--- src/rtl/result_display.sv ---
// rtl/result_display.sv - registered 8-bit to 3-digit BCD converter with multiplexed 7-segment drive
module result_display #(
  parameter int CLK_DIV = 100000
) (
  input  logic        clk,
  input  logic        rst,
  input  logic [7:0]  value,
  input  logic        load,
  output logic        busy,
  output logic        done,
  output logic [11:0] bcd,
  output logic [6:0]  seg,
  output logic [3:0]  an,
  output logic        dp
);

  localparam int CW = $clog2(CLK_DIV);

  typedef enum logic {IDLE, SHIFT} state_t;

  state_t        state, state_nx;
  logic [7:0]    bin;
  logic [11:0]   work;
  logic [2:0]    iter;
  logic [11:0]   work_adj;
  logic [11:0]   work_sh;
  logic          last_iter;
  logic [CW-1:0] scan_cnt;
  logic [1:0]    digit_idx;
  logic [3:0]    digit;

  assign dp = 1'b1;

  // Shift-add-3 step: correct each BCD nibble that would overflow after doubling, then shift.
  always_comb begin
    work_adj = work;
    for (int i = 0; i < 3; i++) begin
      if (work[i*4 +: 4] >= 4'd5) begin
        work_adj[i*4 +: 4] = work[i*4 +: 4] + 4'd3;
      end
    end
    work_sh   = {work_adj[10:0], bin[7]};
    last_iter = (iter == 3'd7);
  end

  // Next-state logic; busy simply reflects the conversion state.
  always_comb begin
    state_nx = state;
    busy     = (state == SHIFT);
    case (state)
      IDLE:    if (load) state_nx = SHIFT;
      SHIFT:   if (last_iter) state_nx = IDLE;
      default: state_nx = IDLE;
    endcase
  end

  // FSM state register.
  always_ff @(posedge clk) begin
    if (rst) state <= IDLE;
    else     state <= state_nx;
  end

  // Conversion datapath; bcd is only written on the final iteration so it holds during a conversion.
  always_ff @(posedge clk) begin
    if (rst) begin
      bin  <= '0;
      work <= '0;
      iter <= '0;
      bcd  <= '0;
      done <= 1'b0;
    end else begin
      done <= 1'b0;
      if (state == IDLE) begin
        if (load) begin
          bin  <= value;
          work <= '0;
          iter <= '0;
        end
      end else begin
        bin  <= {bin[6:0], 1'b0};
        work <= work_sh;
        iter <= iter + 3'd1;
        if (last_iter) begin
          bcd  <= work_sh;
          done <= 1'b1;
        end
      end
    end
  end

  // Free-running scan timer; advances the displayed digit every CLK_DIV cycles.
  always_ff @(posedge clk) begin
    if (rst) begin
      scan_cnt  <= '0;
      digit_idx <= '0;
    end else if (scan_cnt == CW'(CLK_DIV - 1)) begin
      scan_cnt  <= '0;
      digit_idx <= digit_idx + 2'd1;
    end else begin
      scan_cnt  <= scan_cnt + CW'(1);
    end
  end

  // Digit select with leading-zero blanking and segment decode.
  always_comb begin
    digit = bcd[3:0];
    an    = 4'b1111;
    case (digit_idx)
      2'd0: begin
        digit = bcd[3:0];
        an    = 4'b1110;
      end
      2'd1: begin
        digit = bcd[7:4];
        if (bcd[11:8] != 4'd0 || bcd[7:4] != 4'd0) an = 4'b1101;
      end
      2'd2: begin
        digit = bcd[11:8];
        if (bcd[11:8] != 4'd0) an = 4'b1011;
      end
      default: an = 4'b1111;
    endcase
    seg = 7'b1111111;
    if (an != 4'b1111) begin
      case (digit)
        4'd0:    seg = 7'b1000000;
        4'd1:    seg = 7'b1111001;
        4'd2:    seg = 7'b0100100;
        4'd3:    seg = 7'b0110000;
        4'd4:    seg = 7'b0011001;
        4'd5:    seg = 7'b0010010;
        4'd6:    seg = 7'b0000010;
        4'd7:    seg = 7'b1111000;
        4'd8:    seg = 7'b0000000;
        4'd9:    seg = 7'b0010000;
        default: seg = 7'b1111111;
      endcase
    end
  end

endmodule

--- config.mk ---
export PLATFORM = sky130hd
export DESIGN_NAME = result_display
export DESIGN_NICKNAME = d
export VERILOG_FILES = /design/src/rtl/result_display.sv
export SDC_FILE = /design/constraint.sdc
export NUM_CORES = 1
export LEC_CHECK = 0
export ABC_AREA = 1
export BUFFER_PORTS_ARGS = -buffer_cell sky130_fd_sc_hd__buf_4
export CAP_MARGIN = 20
export CORE_MARGIN = 4
export CORE_UTILIZATION = 50
export CTS_BUF_LIST = sky130_fd_sc_hd__clkbuf_8
export CTS_CLUSTER_DIAMETER = 150
export DETAILED_ROUTE_END_ITERATION = 8
export GPL_TIMING_DRIVEN = 0
export HOLD_SLACK_MARGIN = 0.08
export PLACE_DENSITY = 0.73
export SETUP_SLACK_MARGIN = 0.2
export SLEW_MARGIN = 0
export SYNTH_ARGS = -nofsm -noshare
export SYNTH_HDL_FRONTEND = slang
export SYNTH_SLANG_ARGS = --single-unit
--- constraint.sdc ---
create_clock -name clk -period 2.1 [get_ports clk]
set_clock_uncertainty 0.1 [all_clocks]
set_input_delay 0.21 -clock clk [delete_from_list [all_inputs] [get_ports clk]]
set_output_delay 0.21 -clock clk [all_outputs]
set_load 0.05 [all_outputs]
==> impl_metrics.ini, run 1 <==
[die]
die_x_um = 86.3
die_area_um2 = 7450
initial_utilization_pct = 51.8
coreArea_um2 = 5920
ios = 37
num_rows = 28
die-height_um = 86.3

[worst_setup_path]
path_cells = buf_4 > ha_4 > nand2_1 > nand2_1 > nand2_1 > nand2_2 > inv_2 > ha_1 > nand2_1 > nand2_2 > nand2_2 > nand3_4 > buf_8
crit_path_end_kind = output pin
cp-start-kind = flip-flop
slowest_delay_ns = 0.39
required_ns = 1.79
arrival_ns = 2.03
cp_max_fo = 4
reg2reg_from = work[0]
worstReg2RegEnd = work[2]
critical_path.slowest_cell = dfxtp_4
r2r_cells = 8
crit_type = flip-flop to output pin
r2r_setup_slack_ns = 0.50
crit_top_cell = nand2_1

[synth]
synth_edf_count = 0
ys_warn_count = 0
synth_ff_type = dfxtp_1
synth_top_family_by_area = simple AND/OR/NAND/NOR gates
syn_avg_cell_area_um2 = 7.02
yosys.area_share.xor_xnor_pct = 1.71
synth_top_cell_area_share_pct = 36.5
synth.most_common_cell = nand2_1
synth-compound-area-share_pct = 9.79
synth_simple_gate_area_share_pct = 35.6
synth-adder-area-share_pct = 7.34
yosysSeqAreaShare_pct = 36.5
muxShareOfSynthArea_pct = 0.326
yosys-top-cells-count = 126 x nand2_1, 57 x nand3_1, 56 x dfxtp_1
syn_inst = 437
synthTopCellsByArea = dfxtp_1 37%, nand2_1 15%, nand3_1 9.3%
synth_cell_types = 33
synth-seq-cells = 56
synth_area_leader_cell = dfxtp_1
synthArstFlopShare_pct = 0
synthesis.area_um2 = 3070

[global_routing]
grt_antenna_before_repair = 0
grt_pass1_vias = 2866
gr-total-overflow = 0
grt_usage_pct = 20.6
grt_pass1_wl_um = 12700
grt_max_degree = 17

[hold_path]
worstHoldStart = value[5]
holdPathEnd = bin[5]
timing.hold.worst_path_depth = 3
hp-class = input pin to flip-flop

[route]
drc = 0
ant_nets = 0
drt_iter0_drc = 155
drtPass1Iterations = 4
wl_per_cell_um = 12.9
wl_um = 7410
vias = 3042
drt-vias-per-instance = 5.29

[clocking]
cts_buffer_depth = 2
cts_sinks = 56
clk_pin_slew_worst_paths_ns = 0.10
htreeDepth = 2
clk-insertion-delay-late_ns = 0.31
tritoncts = yes
ctsRootBufferMaster = clkbuf_8
cts_buffers = 5

[place]
place_ws_ns = -0.0518
numPortBuffers = 32
place_congestion = 0.816
dp_hpwl_um = 5200

[status]
outcome = finished, violations left
failed_checks = negative setup slack

[sta]
tns_ns = -1.49
worst_slack_ns = -0.241
setup_violations = 7
period_needed_ns = 2.34
relSlewSlack_pct = 64.6
maxSlewViolCount = 0
clock.fmax_ghz = 0.427
rsz0062_at_grt = true
period_share_pct = 111
worst_slew_pin_slew_ns = 0.530
hold_slack_ns = 0.0898
hold_violations = 0

[power_and_ir_drop]
p_sw_share_pct = 23.9
seqPwrFrac_pct = 59.8
power_density_nw_per_um2 = 462
power.internal_w = 0.00138
switching_power_w = 0.000434
power.leakage_nw = 1.68
pwr-share-clk_pct = 33.5
ir_drop_mv = 0.392
p_comb_share_pct = 6.7

[finish]
final_nets = 528
fin_util_pct = 66.4
area_growth_pct = 28.1
antennaDiodeCount = 0
drive_above_1_share_pct = 26.4

[flow_run]
max_cap_viol_count = 0
state kept, by name (all words and copies together) (netlist names):
name	count
iter	3
bin	8
work	12
scan_cnt	17
digit_idx	2
done	1
bcd	12
busy	1
power groups by stage:
stage	clock (W)	sequential [W]	combinational [W]
3_3_place_gp	0	0.00111	0.000118
3_5_place_dp	0	0.00111	0.000120
4_1_cts	0.000625	0.00109	0.000122
2_1_floorplan	0	0.00112	0.0000813
5_1_grt	0.000663	0.00109	0.000137
6_report	0.000608	0.00109	0.000122
layer usage:
layer	up-vias	routed length [um]	GRT usage [%]
li1	1541	-	-
met1	1422	3270	25.8
met2	63	3650	35.3
met3	16	326	4.18
met4	0	155	6.52
met5	-	0	0
cells in the final DEF, fill, tap and decap left out, types with 5 or more instances in the layout:
| master | n |
|---|---|
| ha_1 | 12 |
| nand3_1 | 48 |
| nor2_2 | 11 |
| buf_4 | 44 |
| dfxtp_1 | 51 |
| nand4_1 | 6 |
| a21oi_1 | 25 |
| nand3_4 | 7 |
| buf_2 | 6 |
| xor2_1 | 5 |
| a31oi_1 | 7 |
| nand2_1 | 112 |
| clkbuf_8 | 6 |
| nor2_1 | 23 |
| inv_1 | 41 |
| o21ai_0 | 14 |
| buf_6 | 7 |
| nand2_2 | 16 |
repair_timing:
action | in CTS | in global routing
setup endpoints to repair | 7 | 9
gates resized for setup | 24 | 14
setup buffers | 16 | 5
hold buffers | 1 | 0
endpoints found under the hold margin | 3 | 0
pin swaps | 13 | 9
worst max-delay path, delay by kind of cell, from the launching register on:
kind          cells  cell delay [ns]
simple gates      8             0.57
flops             1             0.39
fa+ha+maj         2             0.43
buf+inv           3             0.33
worst max path at each step:
| stage | from | end | cells after the start | slack (ns) |
|---|---|---|---|---|
| floorplan | digit_idx[0] | seg[0] | 7 | 0.19 |
| global placement | digit_idx[0] | seg[5] | 12 | -0.02 |
| detailed placement | digit_idx[0] | seg[0] | 8 | -0.05 |
| CTS | digit_idx[0] | seg[6] | 13 | -0.21 |
| global route | digit_idx[0] | seg[0] | 11 | -0.33 |
| finish | digit_idx[0] | seg[3] | 13 | -0.24 |
stage by stage:
step                total power (W)  instance area, um2  instances
finish                      0.00182                3930        575
global route                0.00189                3930        575
CTS                         0.00184                3840        570
detailed placement          0.00123                3530        545
global placement            0.00123                3530        545
floorplan                   0.00120                3190        438
layout make-up:
type | instances | area, um2
clock inverter | 2 | 11.3
fill | 522 | 1990
clock buffer | 6 | 82.6
inverter | 49 | 194
sequential | 56 | 1130
buffer | 13 | 80.1
tap | 75 | 93.8
timing repair buffer | 54 | 469
multi-input combinational | 320 | 1870
cells by family after synthesis:
logic type	Yosys count
compound gates	53
xor+xnor	6
fa+ha+maj	18
buf+inv	62
flops	56
mux	1
other cells	1
simple gates	240
Note: power is estimated with default switching activity, not from simulation.
==> run 2: changes to the inputs <==
Settings changed: PLACE_DENSITY 0.73 to 0.7, SKIP_LAST_GASP from default to 1.
Clock period 2.1 ns to 3 ns, I/O delays scaled along.
==> impl_metrics.ini, run 2 (same netlist as run 1, synthesis figures left out) <==
[status]
outcome = complete, no violations

[clocking]
clk-insertion-delay-late_ns = 0.31
ctsRootBufferMaster = clkbuf_8
cts_buffers = 5
cts_sinks = 56
cts_buffer_depth = 2
cts_hold_buf = 0
htreeDepth = 2
post-cts-setup-buffers = 0
tritoncts = yes
clk_pin_slew_worst_paths_ns = 0.11
cts_resized = 3

[worst_setup_path]
r2r_cells = 7
required_ns = 2.60
arrival_ns = 2.20
crit_type = flip-flop to output pin
reg2reg_from = iter[0]
crit_path_end_kind = output pin
cp-start-kind = flip-flop
critPathLaunch = digit_idx[1]
cp_max_fo = 5

[route]
ant_nets = 0
vias = 2862
wl_um = 6550
wl_per_cell_um = 11.8
drt-vias-per-instance = 5.18
drc = 0
drtPass1Iterations = 4
drt_iter0_drc = 105

[finish]
ff_latch_area_um2 = 1120
final_nets = 506
drive_above_1_share_pct = 16.3
regMostFlops = scan_cnt
largest_reg_flops = 17
final_cell_mix = 125 x nand2_1, 57 x nand3_1, 54 x dfxtp_1, 43 x inv_1, 34 x buf_4
area_growth_pct = 15.1
multi_input_area_um2 = 1710
largest_registers = scan_cnt x17, bcd x12, work x12
nFillCells = 564
design_area_um2 = 3530
antennaDiodeCount = 0
final_common_cell = nand2_1

[sta]
setup_violations = 0
period_needed_ns = 2.60
hold_violations = 0
clock.fmax_ghz = 0.385
tns_ns = 0
maxSlewViolCount = 0
rsz0062_at_grt = false
worst_slew_pin_slew_ns = 0.520
period_share_pct = 86.7
relSlewSlack_pct = 65.3

[place]
dp_hpwl_um = 5050
post_dp_cell_area_um2 = 3410
numPortBuffers = 32
place_congestion = 0.840

[power_and_ir_drop]
p_comb_share_pct = 6.5
pwr-share-clk_pct = 33.9
ir_drop_mv = 0.197
power.internal_w = 0.000957
p_sw_share_pct = 25.3
switching_power_w = 0.000324
power_density_nw_per_um2 = 362
power.leakage_nw = 1.49
seqPwrFrac_pct = 59.6

[die]
ios = 37
coreArea_um2 = 5920
die_x_um = 86.3
die_area_um2 = 7450
initial_utilization_pct = 51.8
num_rows = 28
die-height_um = 86.3

[global_routing]
grt_antenna_before_repair = 0
grt_pass1_wl_um = 11400
grt_max_degree = 20
grt_pass1_vias = 2633
grt_usage_pct = 18.5
gr-total-overflow = 0

[hold_path]
timing.hold.worst_path_depth = 2
worstHoldStart = rst
hp-class = input pin to flip-flop

[flow_run]
max_cap_viol_count = 0
-- run 2: changes by cell type in the layout (fill, tap and decap cells not counted), moves of 3 or more --
cell	change
nand2_1	+13
ha_2	-3
buf_8	-3
nand3_4	-6
nand3_2	-3
nand2_2	-13
buf_4	-10
buf_6	-7
nand3_1	+9
dfxtp_1	+3
ha_1	+4
-- run 2: worst max-delay path, stage by stage (launching register included) --
cell     delay, ns
dfxtp_2       0.36
inv_1         0.16
ha_1          0.26
nand2_1       0.07
nand2_1       0.06
nand2_1       0.04
nand2_1       0.11
inv_1         0.10
ha_1          0.30
nand2_1       0.06
nand2_1       0.05
nand2_1       0.06
nand3_1       0.06
buf_4         0.20
-- run 2: path summary, 6_finish.rpt --
kind / endpoint / slack [ns]
max reg2reg: bcd[11] / 1.36
max: seg[3] / 0.40
min: bin[2] / 0.13
min reg2reg: scan_cnt[0] / 0.35
-- run 2: per-stage QoR --
step	total power (W)	std cells	worst slack (ns)	utilization [%]	hold slack [ns]
final	0.00128	553	0.400	59.7	0.131
after global routing	0.00134	553	0.204	59.7	0.132
after CTS	0.00130	553	0.230	59.2	0.119
after detailed placement	0.000865	545	0.393	57.5	0.346
after global placement	0.000863	545	0.405	57.5	0.342
after floorplan	0.000839	438	0.510	-	0.327
-- run 2: power groups by stage --
stage | sequential, W | combinational [W] | clock, W
2_1_floorplan | 0.000782 | 0.0000569 | 0
3_3_place_gp | 0.000780 | 0.0000829 | 0
3_5_place_dp | 0.000780 | 0.0000848 | 0
4_1_cts | 0.000763 | 0.0000848 | 0.000450
5_1_grt | 0.000765 | 0.0000943 | 0.000480
6_report | 0.000763 | 0.0000838 | 0.000434
-- run 2: final cells by class --
class / instances / area share [%]
Buffer: 13 / 2.27
Clock buffer: 5 / 1.95
Clock inverter: 3 / 0.779
Inverter: 49 / 5.21
Multi-Input combinational cell: 320 / 48.5
Sequential cell: 56 / 31.8
Tap cell: 75 / 2.66
Timing Repair Buffer: 32 / 6.80
-- run 2: layer usage --
metal | vias to the layer above | global-route usage (%) | wire (um)
met2 | 41 | 32.0 | 3150
met3 | 4 | 3.33 | 270
met5 | - | 0 | 0
met1 | 1323 | 24.2 | 3080
li1 | 1494 | - | -
met4 | 0 | 3.68 | 48
